## src/rtl/icap_pkg.sv

```systemverilog
// Shared types and helpers for the ICAP byte loader.
package icap_pkg;

    typedef enum logic [1:0] {
        IDLE  = 2'd0,
        WRITE = 2'd1,
        READ  = 2'd2,
        TURN  = 2'd3
    } state_e;

    // Xilinx ICAP wants bit 0 of each byte on the MSB lane.
    function automatic logic [7:0] swap_bits(input logic [7:0] b, input logic en);
        logic [7:0] r;
        for (int i = 0; i < 8; i++) begin
            r[i] = b[7-i];
        end
        return en ? r : b;
    endfunction

endpackage

```

## src/rtl/icap_busy_timer.sv

```systemverilog
// Consecutive-BUSY watchdog: EXPIRED pulses on the BUSY_TMO-th back-to-back active cycle.
module icap_busy_timer #(
    parameter int BUSY_TMO = 255
) (
    input  logic CLK,
    input  logic RST_N,
    input  logic CLR,
    input  logic BUSY_ACT,
    output logic EXPIRED
);

    localparam int CNT_W = (BUSY_TMO > 1) ? $clog2(BUSY_TMO) : 1;
    localparam logic [CNT_W-1:0] TC_LOAD = CNT_W'(BUSY_TMO - 1);

    logic [CNT_W-1:0] cnt_q;

    assign EXPIRED = BUSY_ACT && !CLR && (cnt_q == '0);

    // Down-counter reloads on any idle cycle, so only an unbroken busy run reaches zero.
    always_ff @(posedge CLK or negedge RST_N) begin
        if (!RST_N) begin
            cnt_q <= '0;
        end else if (CLR || !BUSY_ACT || EXPIRED) begin
            cnt_q <= TC_LOAD;
        end else begin
            cnt_q <= cnt_q - 1'b1;
        end
    end

endmodule

```

## src/rtl/icap_byte_loader.sv

```systemverilog
// Byte-wide ICAP command engine: streams configuration bytes in or readback bytes out.
//  state | meaning
//  IDLE  | waiting for a command, CMD_READY high
//  WRITE | loading config bytes onto ICAP_I, one transfer per byte
//  READ  | strobing ICAP for readback bytes into the output register
//  TURN  | two CE_N-high cycles before returning to IDLE with DONE
module icap_byte_loader
    import icap_pkg::*;
#(
    parameter int LEN_W    = 16,
    parameter int BITSWAP  = 1,
    parameter int BUSY_TMO = 255
) (
    input  logic             CLK,
    input  logic             RST_N,
    input  logic             CMD_VALID,
    output logic             CMD_READY,
    input  logic             CMD_RD,
    input  logic [LEN_W-1:0] CMD_LEN,
    input  logic [7:0]       WR_DATA,
    input  logic             WR_VALID,
    output logic             WR_READY,
    output logic [7:0]       RD_DATA,
    output logic             RD_VALID,
    input  logic             RD_READY,
    output logic             DONE,
    output logic             ERR,
    output logic             ICAP_CE_N,
    output logic             ICAP_WRITE_N,
    output logic [7:0]       ICAP_I,
    input  logic [7:0]       ICAP_O,
    input  logic             ICAP_BUSY
);

    state_e           state_q, state_d;
    logic [LEN_W-1:0] remaining_q, rem_next;
    logic             ce_n_q, write_n_q, rd_valid_q, done_q, err_q, turn_cnt_q;
    logic [7:0]       icap_i_q, rd_data_q;

    logic transfer, rd_capture, rd_valid_next, busy_act, timeout, cmd_accept, wr_hs;
    logic cmd_ready, wr_ready;

    assign transfer      = !ce_n_q && !ICAP_BUSY;
    assign rem_next      = (transfer && remaining_q != '0) ? remaining_q - LEN_W'(1) : remaining_q;
    assign rd_capture    = (state_q == READ) && transfer;
    assign rd_valid_next = rd_capture || (rd_valid_q && !RD_READY);
    assign busy_act      = !ce_n_q && ICAP_BUSY && ((state_q == WRITE) || (state_q == READ));
    assign cmd_accept    = (state_q == IDLE) && CMD_VALID;
    assign wr_hs         = WR_VALID && wr_ready;

    icap_busy_timer #(
        .BUSY_TMO (BUSY_TMO)
    ) u_busy_timer (
        .CLK      (CLK),
        .RST_N    (RST_N),
        .CLR      (cmd_accept),
        .BUSY_ACT (busy_act),
        .EXPIRED  (timeout)
    );

    always_ff @(posedge CLK or negedge RST_N) begin
        if (!RST_N) begin
            state_q <= IDLE;
        end else begin
            state_q <= state_d;
        end
    end

    always_comb begin
        state_d = state_q;
        case (state_q)
            IDLE: begin
                if (CMD_VALID) begin
                    if (CMD_LEN == '0)  state_d = TURN;
                    else if (CMD_RD)    state_d = READ;
                    else                state_d = WRITE;
                end
            end
            WRITE: begin
                if (timeout || rem_next == '0) state_d = TURN;
            end
            READ: begin
                if (timeout || (rem_next == '0 && !rd_valid_next)) state_d = TURN;
            end
            TURN: begin
                if (turn_cnt_q) state_d = IDLE;
            end
            default: state_d = IDLE;
        endcase
    end

    // A new byte may load when an unloaded byte remains and ICAP_I is free or transferring now.
    always_comb begin
        cmd_ready = (state_q == IDLE);
        wr_ready  = 1'b0;
        if (state_q == WRITE) begin
            if (ce_n_q) wr_ready = (remaining_q != '0);
            else        wr_ready = !ICAP_BUSY && (remaining_q > LEN_W'(1));
        end
    end

    always_ff @(posedge CLK or negedge RST_N) begin
        if (!RST_N) begin
            remaining_q <= '0;
            ce_n_q      <= 1'b1;
            write_n_q   <= 1'b1;
            icap_i_q    <= '0;
            rd_data_q   <= '0;
            rd_valid_q  <= 1'b0;
            done_q      <= 1'b0;
            err_q       <= 1'b0;
            turn_cnt_q  <= 1'b0;
        end else begin
            done_q     <= 1'b0;
            rd_valid_q <= rd_valid_next;
            if (rd_capture) begin
                rd_data_q <= swap_bits(ICAP_O, BITSWAP != 0);
            end
            case (state_q)
                IDLE: begin
                    if (cmd_accept) begin
                        remaining_q <= CMD_LEN;
                        err_q       <= 1'b0;
                        write_n_q   <= CMD_RD;
                        ce_n_q      <= 1'b1;
                    end
                end
                WRITE: begin
                    if (timeout) begin
                        ce_n_q      <= 1'b1;
                        remaining_q <= '0;
                        err_q       <= 1'b1;
                    end else begin
                        remaining_q <= rem_next;
                        if (wr_hs) begin
                            icap_i_q <= swap_bits(WR_DATA, BITSWAP != 0);
                            ce_n_q   <= 1'b0;
                        end else if (transfer) begin
                            ce_n_q <= 1'b1;
                        end
                    end
                end
                READ: begin
                    if (timeout) begin
                        ce_n_q      <= 1'b1;
                        remaining_q <= '0;
                        err_q       <= 1'b1;
                    end else begin
                        // Only strobe when the captured byte is guaranteed a free slot.
                        remaining_q <= rem_next;
                        ce_n_q      <= !((rem_next != '0) && !rd_valid_next);
                    end
                end
                TURN: begin
                    ce_n_q     <= 1'b1;
                    turn_cnt_q <= ~turn_cnt_q;
                    if (turn_cnt_q) begin
                        write_n_q <= 1'b1;
                        done_q    <= 1'b1;
                    end
                end
                default: ;
            endcase
        end
    end

    assign CMD_READY    = cmd_ready;
    assign WR_READY     = wr_ready;
    assign RD_DATA      = rd_data_q;
    assign RD_VALID     = rd_valid_q;
    assign DONE         = done_q;
    assign ERR          = err_q;
    assign ICAP_CE_N    = ce_n_q;
    assign ICAP_WRITE_N = write_n_q;
    assign ICAP_I       = icap_i_q;

endmodule

```

## config.mk

```make
export PLATFORM = sky130hd
export DESIGN_NAME = icap_byte_loader
export DESIGN_NICKNAME = d
export VERILOG_FILES = /design/src/rtl/icap_pkg.sv /design/src/rtl/icap_busy_timer.sv /design/src/rtl/icap_byte_loader.sv
export SDC_FILE = /design/constraint.sdc
export NUM_CORES = 1
export LEC_CHECK = 0
export BUFFER_PORTS_ARGS = -buffer_cell sky130_fd_sc_hd__buf_4
export CORE_MARGIN = 2
export CORE_UTILIZATION = 50
export DETAILED_ROUTE_END_ITERATION = 16
export GPL_ROUTABILITY_DRIVEN = 0
export PLACE_DENSITY_LB_ADDON = 0.1
export SLEW_MARGIN = 20
export SYNTH_ARGS = -nofsm -noshare
export SYNTH_HDL_FRONTEND = slang
export SYNTH_HIERARCHICAL = 1
export SYNTH_SLANG_ARGS = --single-unit
```

## constraint.sdc

```tcl
create_clock -name CLK -period 3.9 [get_ports CLK]
set_input_delay 0.195 -clock CLK [delete_from_list [all_inputs] [get_ports CLK]]
set_output_delay 0.195 -clock CLK [all_outputs]
set_load 0.005 [all_outputs]
```

==> run_results.csv, run 1 <==
group,metric,value,unit
route,drc,0,
setup_path,endpoint_kind,"flop",
cts,cts_setup_buffers,0,
route,routed_via_density,5.914,
worst_hold_path,holdPathEnd,"ICAP_I[0]",
setup_path,cpPeakStageDelay,0.66,ns
timing,fmax,0.2942,GHz
cts,cts-buffers-inserted,5,
timing,tightest_slew,0.8567,ns
setup_path,path_class,"reg -> reg",
setup_path,cp_top_family,"simple AND/OR/NAND/NOR gates",
global_route,grt_pass1_wl,11.85,mm
global_route,busiest_layer,"met2",
outcome,status,"complete, no violations",
setup_path,crit_path_start_kind,"flop",
place,placed_cells,444,
cts,clock-sinks,48,
global_route,grt_use_total,0.2350,
setup_path,crit_buf_inv,2,
timing,tns,0,ns
worst_hold_path,hold_start,"WR_DATA[7]",
cts,cts_buffer_depth,2,
timing,maxSlewHeadroom,0.4245,
place,pre_cts_ws,0.5778,ns
route,antenna_left,0,
timing,final.setup.worst_slack,0.5015,ns
timing,fin_crit,3.399,ns
yosys,syn_area_per_cell,9.297,um^2
pwr,p_leak,1.548,nW
setup_path,r2r_end,"remaining_q[8]",
yosys,synthArstFlopShare,1.000,
yosys,synth-edff-count,0,
global_route,antenna_found_initial,0,
layout,finalNonFillerCells,453,
setup_path,crit_cells,10,
route,via_count,2679,
floorplan,dieArea,6544,um^2
yosys,synth-seq-cells,48,
cts,cts_tree,"done",
timing,timing.final.crit_share,0.8714,
global_route,grtUsageMet2,0.3826,
timing,hold_violations,0,
floorplan,coreArea,5816,um^2
global_route,grt_pass1_vias,2491,
layout,layout.nets,427,
place,dp_hpwl,5.322,mm
cts,cts.htree.levels,2,
setup_path,slowest_stage,"nand2b_1",
yosys,synthCells,318,
pwr,powerDensity,753.6,nW/um^2
global_route,grt_max_degree,49,
setup_path,crit_required,4.10,ns
setup_path,worstReg2RegStart,"state_q[1]",
route,drtIter0Drc,175,
cts,clk_pin_slew,0.09,ns
yosys,syn-cell-area,2957,um^2
floorplan,initial_utilization,0.5084,
worst_hold_path,min_path_type,"in -> reg",
layout,fin_area,3578,um^2
cts,clock_latency,0.30,ns
flow_run,drv_cap,0,
layout,drive_above_1_share,0.2698,
timing,skew,0.007242,ns
floorplan,die_y,80.90,um
setup_path,reg2regPathDepth,10,
floorplan,ios,62,
global_route,grt_overflow,0,
route,wl_per_cell,16.01,um
yosys,seq_area_frac_synth,0.4071,
yosys,yosysWarnings,6,
route,dr.pass1.iters,5,
yosys,synth_ff_type,"dfrtp_1",
timing,drv_slew,0,
layout,area_delta_synth_final,21.03,%
yosys,synth.distinct_cells,54,
yosys,synth_fp_nets,368,
setup_path,path_max_fanout,19,
global_route,use_met3,0.04111,
setup_path,worstPathCellList,"inv_1 > ha_1 > inv_1 > nor3b_1 > nand2b_1 > nor3_1 > nand2b_1 > nor2_1 > a22o_1 > a22o_1",
floorplan,rows,28,
pwr,peakVddDrop,0.0003884,V
timing,rsz0062_at_grt,"false",
timing,setup_viol,0,
route,routed_wl,7.254,mm
worst_hold_path,hold_depth,2,
setup_path,rrSetupSlack,0.50,ns
global_route,grtUsageMet1,0.3209,
cts,ctsResizeCount,0,
layout,diodes,0,
floorplan,die_x,80.90,um
place,port_buffers,61,
setup_path,crit_arrival,3.60,ns
cts,cts_hold_buffers,1,
cts,cts_root_buffer,"clkbuf_8",
place,placed_area,3475,um^2
[stage by stage]
step	util	hold slack, ns	power, W
2_1_floorplan	-	-0.1006	0.001900
4_1_cts	0.6153	0.1129	0.002706
5_1_grt	0.6153	0.1093	0.002949
3_3_place_gp	0.5975	0.2590	0.002344
6_report	0.6153	0.1183	0.002697
3_5_place_dp	0.5975	0.2524	0.002382
[worst reg2reg max path: cells and delay by family (launching register included)]
kind            cells  cell delay, ns
fa+ha+maj           1            0.36
simple gates        5            1.68
buf+inv             2            0.36
compound gates      2            0.45
flops               1            0.44
[kinds of logic after synthesis]
group,synth area share
AO/OA/AOI/OAI,0.2103
XOR/XNOR,0.01481
adder cells (fa/ha/maj),0.04655
buffers and inverters,0.03555
flip-flops,0.4071
multiplexers,0.06771
AND/OR/NAND/NOR,0.2179
[area by class of cell]
| type | count | area (um^2) |
|---|---|---|
| Clock inverter | 1 | 7.507 |
| Tap cell | 75 | 93.84 |
| Clock buffer | 7 | 86.33 |
| Inverter | 13 | 48.80 |
| Timing Repair Buffer | 65 | 490.5 |
| Sequential cell | 48 | 1204 |
| Multi-Input combinational cell | 244 | 1648 |
| Fill cell | 552 | 2237 |
[cells in the final DEF, fill, tap and decap left out, types with 3 or more instances in the layout]
cell type,instances
xnor2_1,3
nor3b_1,4
nor4_2,3
a22oi_1,6
a21oi_1,18
o21bai_1,3
inv_1,13
dfrtp_1,46
nor2b_1,4
nand2b_1,5
o22ai_1,4
and3_1,4
nor3_1,14
clkbuf_8,6
nand2_1,17
a31oi_1,5
mux2_2,16
nand3_1,5
or4_4,3
a21o_1,3
buf_4,64
ha_1,11
a32oi_1,7
nor4_1,6
nor2_1,32
o21ai_0,31
and2_1,3
[worst max-delay path by stage]
| stage | start | to | slack [ns] |
|---|---|---|---|
| 5_1_grt | state_q[1] | remaining_q[8] | 0.10 |
| 4_1_cts | state_q[1] | remaining_q[8] | 0.55 |
| 2_1_floorplan | state_q[0] | remaining_q[13] | 0.97 |
| 6_report | state_q[1] | remaining_q[8] | 0.50 |
| 3_5_place_dp | state_q[1] | remaining_q[8] | 0.58 |
| 3_3_place_gp | state_q[0] | remaining_q[8] | 0.71 |
[per-layer routing]
layer  up-vias  share of wire  wire, um
li1       1297              -         -
met1      1276           0.45      3232
met2        99           0.48      3452
met3         7          0.067       488
met4         0          0.011        80
met5         -              0         0
[report_power, final]
| part | leakage [nW] | switching, W | internal [W] |
|---|---|---|---|
| Sequential | 0.562 | 0.000229 | 0.000713 |
| Clock | 0.0445 | 0.000169 | 0.000144 |
| Combinational | 0.942 | 0.000796 | 0.000645 |
[state kept, by name, indices dropped and copies added (netlist names)]
name and cells:
RD_DATA 8, u_busy_timer/cnt_q 8, ERR 1, ICAP_I 8, state_q 2, ICAP_WRITE_N 1
DONE 1, RD_VALID 1, ICAP_CE_N 1, turn_cnt_q 1, remaining_q 16
[cells in the mapped netlist (all sizes together) (2+ instances only)]
cell    number  share of area
or2          2         0.0042
xor2         2         0.0059
a21oi       18          0.030
dfstp        2          0.018
a221o        2         0.0068
ha          11          0.047
nand3        5         0.0085
dfrtp       46           0.39
and2         5          0.011
nand2b       5          0.011
nor2b        4         0.0085
nor3        14          0.024
and4         2         0.0059
or3b         2         0.0059
o22ai        4         0.0085
a22oi        6          0.015
o211ai       2         0.0051
inv         13          0.017
o21ai       31          0.052
nor4         9          0.025
a211oi       2         0.0051
a41oi        2         0.0059
mux2i        2         0.0068
nor4b        2          0.011
nor2        33          0.044
nand2       17          0.022
o21bai       3         0.0076
and3         4         0.0085
nand4        2         0.0042
a32oi        7          0.021
a21o         3         0.0076
a22o         2         0.0059
clkbuf      12          0.015
a211o        2         0.0059
a31oi        5          0.011
nor3b        4          0.010
or4          4          0.014
xnor2        3         0.0089
mux2        16          0.061
No activity file was read; power rests on OpenSTA's default activity.
==> run 2: changes to the inputs <==
- REMOVE_ABC_BUFFERS: not set -> 1
==> run 2 against run 1 <==
Largest cell class unchanged; maximum frequency up 3.8%; design area up 1.2%; cell count unchanged.
==> run_results.csv, run 2 (synthesis gave the netlist of run 1 again) <==
group,metric,value,unit
global_route,grt_pass1_vias,2546,
route,drtIter0Drc,168,
route,routed_via_density,5.876,
layout,area_delta_synth_final,22.51,%
layout,largest_reg_flops,16,
place,pre_cts_ws,0.6397,ns
floorplan,die_y,80.90,um
timing,skew,0.02128,ns
layout,layout_commonest_cell,"buf_4",
timing,hold_violations,0,
setup_path,worstReg2RegStart,"state_q[0]",
setup_path,crit_required,4.12,ns
worst_hold_path,hold_start,"ICAP_O[0]",
global_route,grt_pass1_wl,12.23,mm
global_route,grt_max_degree,49,
floorplan,dieArea,6544,um^2
pwr,powerDensity,782.1,nW/um^2
cts,cts_tree,"done",
layout,utilization,0.6228,
timing,fin_crit,3.274,ns
timing,final.setup.worst_slack,0.6263,ns
floorplan,ios,62,
route,routed_wl,7.372,mm
timing,tns,0,ns
setup_path,r2r_end,"remaining_q[8]",
worst_hold_path,holdPathEnd,"RD_DATA[7]",
route,dr.pass1.iters,4,
floorplan,die_x,80.90,um
global_route,grt_use_total,0.2394,
layout,multi_input_area,1648,um^2
worst_hold_path,min_path_type,"in -> reg",
place,placed_area,3475,um^2
cts,cts-buffers-inserted,5,
route,drc,0,
outcome,status,"complete, no violations",
timing,timing.final.crit_share,0.8394,
pwr,peakVddDrop,0.0004016,V
setup_path,path_max_fanout,19,
layout,fillCellCount,499,
route,via_count,2662,
place,port_buffers,61,
floorplan,rows,28,
setup_path,endpoint_kind,"flop",
pwr,p_leak,1.573,nW
cts,cts_buffer_depth,2,
cts,clock_latency,0.31,ns
cts,cts_root_buffer,"clkbuf_8",
cts,clock-sinks,48,
layout,fin_area,3622,um^2
timing,rsz0062_at_grt,"false",
timing,fmax,0.3055,GHz
timing,tightest_slew,0.8933,ns
layout,regArea,1204,um^2
layout,layout.nets,427,
timing,maxSlewHeadroom,0.3999,
setup_path,rrSetupSlack,0.63,ns
global_route,antenna_found_initial,0,
place,dp_hpwl,5.459,mm
cts,clk_pin_slew,0.11,ns
timing,setup_viol,0,
setup_path,reg2regPathDepth,11,
route,wl_per_cell,16.27,um
global_route,grt_overflow,0,
timing,drv_slew,0,
layout,regMostFlops,"remaining_q",
route,antenna_left,0,
layout,final_cell_mix,"buf_4, dfrtp_1, nor2_1, o21ai_0, a21oi_1",
layout,drive_above_1_share,0.2725,
cts,cts.htree.levels,2,
pwr,fin_total_pwr,0.002833,W
setup_path,crit_path_start_kind,"flop",
layout,diodes,0,
floorplan,coreArea,5816,um^2
cts,ctsResizeCount,0,
setup_path,path_class,"reg -> reg",
worst_hold_path,hold_depth,2,
floorplan,initial_utilization,0.5084,
setup_path,crit_arrival,3.49,ns
flow_run,drv_cap,0,
run 2: changes by cell type in the layout (fill, tap and decap cells not counted), sizes merged:
cell,before,now
clkinvlp,1,0
clkbuf,7,5
bufinv,0,2
inv,13,14
run 2: layout make-up:
| cell class | instances | area share |
|---|---|---|
| timing repair buffer | 65 | 0.1354 |
| clock inverter | 3 | 0.01900 |
| tap | 75 | 0.02591 |
| inverter | 13 | 0.01347 |
| multi-input combinational | 244 | 0.4549 |
| sequential | 48 | 0.3323 |
| clock buffer | 5 | 0.01900 |
run 2: critical path, stage by stage, from the launching register on:
cell      delay (ns)
dfrtp_1         0.46
inv_1           0.12
ha_1            0.37
inv_1           0.27
nor3b_1         0.28
nand2b_1        0.16
nor3_1          0.23
buf_4           0.19
nand2b_1        0.58
nor2_1          0.08
a22o_1          0.22
a22o_1          0.22
run 2: metrics by stage:
step | instances | hold WS (ns)
floorplan | 305 | -0.1006
global placement | 444 | 0.2539
detailed placement | 444 | 0.2547
CTS | 453 | 0.1005
global route | 453 | 0.09190
finish | 453 | 0.1048
run 2: how the worst max path moves through the flow:
stage,startpoint,to,cells after the start
finish,state_q[0],remaining_q[8],11
global route,state_q[0],remaining_q[8],11
CTS,state_q[0],remaining_q[8],11
global placement,state_q[0],remaining_q[8],11
floorplan,state_q[0],remaining_q[8],10
detailed placement,state_q[0],remaining_q[8],11
run 2: report_power, final:
part	internal (W)	switching, W
clock	0.000258	0.000179
combinational	0.000645	0.000812
sequential	0.000713	0.000227
total	0.00162	0.00122
run 2: what timing repair did:
| item | in CTS | in global routing |
|---|---|---|
| buffers inserted | 0 | 0 |
| hold buffers | 1 | 0 |
| hold endpoints to repair | 46 | 0 |
| setup endpoints to repair | 0 | 0 |
run 2: metal layers:
| layer | vias up | track usage | share of wire |
|---|---|---|---|
| li1 | 1296 | - | - |
| met1 | 1271 | 0.3279 | 0.44 |
| met2 | 81 | 0.3736 | 0.48 |
| met3 | 14 | 0.04889 | 0.060 |
| met4 | 0 | 0.09153 | 0.019 |
| met5 | - | 0 | 0 |
==> run 3: changes to the inputs <==
- ABC_AREA: not set -> 1
- clock period: 3.9 -> 3.45 ns (I/O delays scaled with it)
==> run 3 against run 2 <==
Clock-buffer cell count is the same; sequential cell count is the same; synthesized area grew 3.4%; largest cell class unchanged; combinational power grew 9%; utilization grew 0.73 points; via count grew 7.6%; critical path depth grew 6; sequential share of layout area shrank 0.97 points; maximum frequency grew 34%; register-to-register slack gained 0.38 ns; routed wire length shrank 1.1%.
==> run_results.csv, run 3 <==
group,metric,value,unit
yosys,yosysTopAreaCell,"dfrtp_1",
yosys,ys_top_cells_by_area,"dfrtp_1, nand2_1, nor2_1",
yosys,synth_compound_area_frac,0.09128,
timing,fmax,0.4087,GHz
route,drc,0,
timing,maxSlewHeadroom,0.5312,
place,placed_cells,556,
setup_path,slowest_stage,"dfrtp_1",
yosys,synthArstFlopShare,1.000,
yosys,synth-edff-count,0,
timing,rsz0062_at_grt,"false",
timing,fin_hold_ws,0.06967,ns
setup_path,worstPathCellList,"inv_1 > ha_1 > nand2_2 > nor2_2 > nand2_2 > nand2_4 > inv_2 > nand2_1 > nand2_1 > nor2_1 > nand2_1 > nor2_1 > nand3_1 > nand3_2 > nand3_2 > nand2_1 > nand2_1",
yosys,synth_top_family_by_area,"simple AND/OR/NAND/NOR gates",
cts,clk_pin_slew,0.09,ns
timing,setup_viol,0,
pwr,seqPwrFrac,0.330,
pwr,intPower,0.001731,W
floorplan,rows,28,
yosys,ys_top_cells_by_count,"nand2_1, dfrtp_1, nor2_1",
timing,hold_violations,0,
global_route,grt_overflow,0,
place,dp_hpwl,5.464,mm
setup_path,endpoint_kind,"flop",
timing,skew,0.01327,ns
pwr,switching_share,0.4360,
yosys,synth.most_common_cell,"nand2_1",
route,dr.pass1.iters,4,
route,routed_via_density,5.078,
pwr,combPwrFrac,0.517,
floorplan,die_y,82.19,um
timing,fin_crit,2.447,ns
global_route,grt_max_degree,49,
pwr,peakVddDrop,0.0005821,V
layout,diodes,0,
global_route,grt_pass1_vias,2561,
cts,clock-sinks,48,
yosys,syn-cell-area,3057,um^2
cts,cts_tree,"done",
yosys,synth_top_area_share,0.3766,
timing,tightest_slew,0.7006,ns
setup_path,crit_arrival,2.64,ns
yosys,synth-seq-cells,48,
timing,tns,0,ns
cts,ctsResizeCount,0,
setup_path,path_max_fanout,18,
cts,cts_buffer_depth,2,
setup_path,cpPeakStageDelay,0.42,ns
yosys,yosys.area_share.simple,0.3631,
setup_path,path_class,"reg -> reg",
floorplan,coreArea,5921,um^2
worst_hold_path,min_path_type,"in -> reg",
global_route,grt_pass1_wl,11.94,mm
route,via_count,2864,
yosys,syn_area_per_cell,7.209,um^2
global_route,antenna_found_initial,0,
layout,final_cell_mix,"nand2_1, buf_4, dfrtp_1, nor2_1, inv_1",
setup_path,crit_path_start_kind,"flop",
pwr,p_leak,1.898,nW
yosys,synthCells,424,
yosys,seq_area_frac_synth,0.3938,
pwr,clkPwrFrac,0.154,
route,wl_per_cell,12.93,um
pwr,power_switching,0.001338,W
floorplan,die_x,82.19,um
floorplan,dieArea,6754,um^2
yosys,synth.distinct_cells,33,
timing,timing.final.crit_share,0.7093,
layout,finalNonFillerCells,564,
setup_path,cp_common_cell,"nand2_1",
yosys,synthAdderAreaFrac,0.04503,
cts,cts-buffers-inserted,5,
route,routed_wl,7.291,mm
layout,utilization,0.6302,
timing,drv_slew,0,
yosys,synth_xor_area_frac,0.01433,
pwr,powerDensity,822.7,nW/um^2
floorplan,initial_utilization,0.5163,
route,drtIter0Drc,187,
timing,final.setup.worst_slack,1.003,ns
global_route,grt_use_total,0.2301,
layout,layout.nets,539,
layout,area_delta_synth_final,22.06,%
layout,regMostFlops,"remaining_q",
cts,clock_latency,0.30,ns
place,port_buffers,61,
place,pre_cts_ws,1.021,ns
floorplan,ios,62,
cts,cts_hold_buffers,1,
cts,cts_setup_buffers,0,
route,antenna_left,0,
flow_run,drv_cap,0,
outcome,status,"complete, no violations",
yosys,yosysWarnings,6,
cts,cts_root_buffer,"clkbuf_8",
layout,drive_above_1_share,0.1861,
layout,largest_reg_flops,16,
yosys,synthMuxAreaShare,0.02947,
setup_path,crit_required,3.64,ns
yosys,synth_ff_type,"dfrtp_1",
layout,layout_commonest_cell,"nand2_1",
cts,cts.htree.levels,2,
run 3: final cells by class:
cell class                 count  area (um^2)
clock buffer                   5        68.82
clock inverter                 2        60.06
fill                         553         2190
inverter                      43        161.4
multi-input combinational    327         1660
sequential                    48         1204
tap                           75        93.84
timing repair buffer          64        483.0
run 3: logic make-up (layout without fill, tap and decap cells):
logic type,after synthesis,in the layout
adders and majority gates,11,11
buffers and inverters,49,114
AOI/OAI and AO/OA,47,47
xor gates and xnor gates,5,5
and+or+nand+nor,256,256
muxes,8,8
DFF,48,48
run 3: critical path, delay by kind of cell (launching register included):
kind | cells | cell delay, ns
and+or+nand+nor | 14 | 1.35
DFF | 1 | 0.42
buffers and inverters | 2 | 0.36
adders and majority gates | 1 | 0.20
run 3: routing by layer:
| metal | wire, um | part of all wire | up-vias | GRT usage |
|---|---|---|---|---|
| met3 | 358 | 0.049 | 13 | 0.04022 |
| met2 | 3501 | 0.48 | 79 | 0.3782 |
| met4 | 123 | 0.017 | 0 | 0.06333 |
| met1 | 3308 | 0.45 | 1287 | 0.3120 |
| li1 | - | - | 1485 | - |
| met5 | 0 | 0 | - | 0 |
run 3: worst paths after layout:
kind | startpoint | end | slack, ns | cells past startpoint
min in group asynchronous | RST_N | ICAP_I[1] | 0.43 | 2
max in group asynchronous | RST_N | remaining_q[12] | 2.60 | 2
worst min-delay path | ICAP_O[1] | RD_DATA[6] | 0.07 | 3
worst max-delay path | remaining_q[0] | state_q[1] | 1.00 | 17
worst max register to register | remaining_q[0] | state_q[1] | 1.00 | 17
worst min register to register | u_busy_timer/cnt_q[0] | u_busy_timer/cnt_q[0] | 0.44 | 1
run 3: power groups by stage:
| stage | combinational [W] | sequential (W) | clock, W |
|---|---|---|---|
| final | 0.00159 | 0.00101 | 0.000472 |
| after global routing | 0.00181 | 0.00104 | 0.000504 |
| after CTS | 0.00159 | 0.00101 | 0.000482 |
| after detailed placement | 0.00158 | 0.00102 | 0 |
| after global placement | 0.00156 | 0.00101 | 0 |
| after floorplan | 0.00104 | 0.000981 | 0 |
run 3: metrics by stage:
| stage | total power, W | area [um^2] |
|---|---|---|
| after floorplan | 0.002022 | 3025 |
| after global placement | 0.002575 | 3592 |
| after detailed placement | 0.002592 | 3592 |
| after CTS | 0.003074 | 3731 |
| after global routing | 0.003356 | 3731 |
| final | 0.003069 | 3731 |
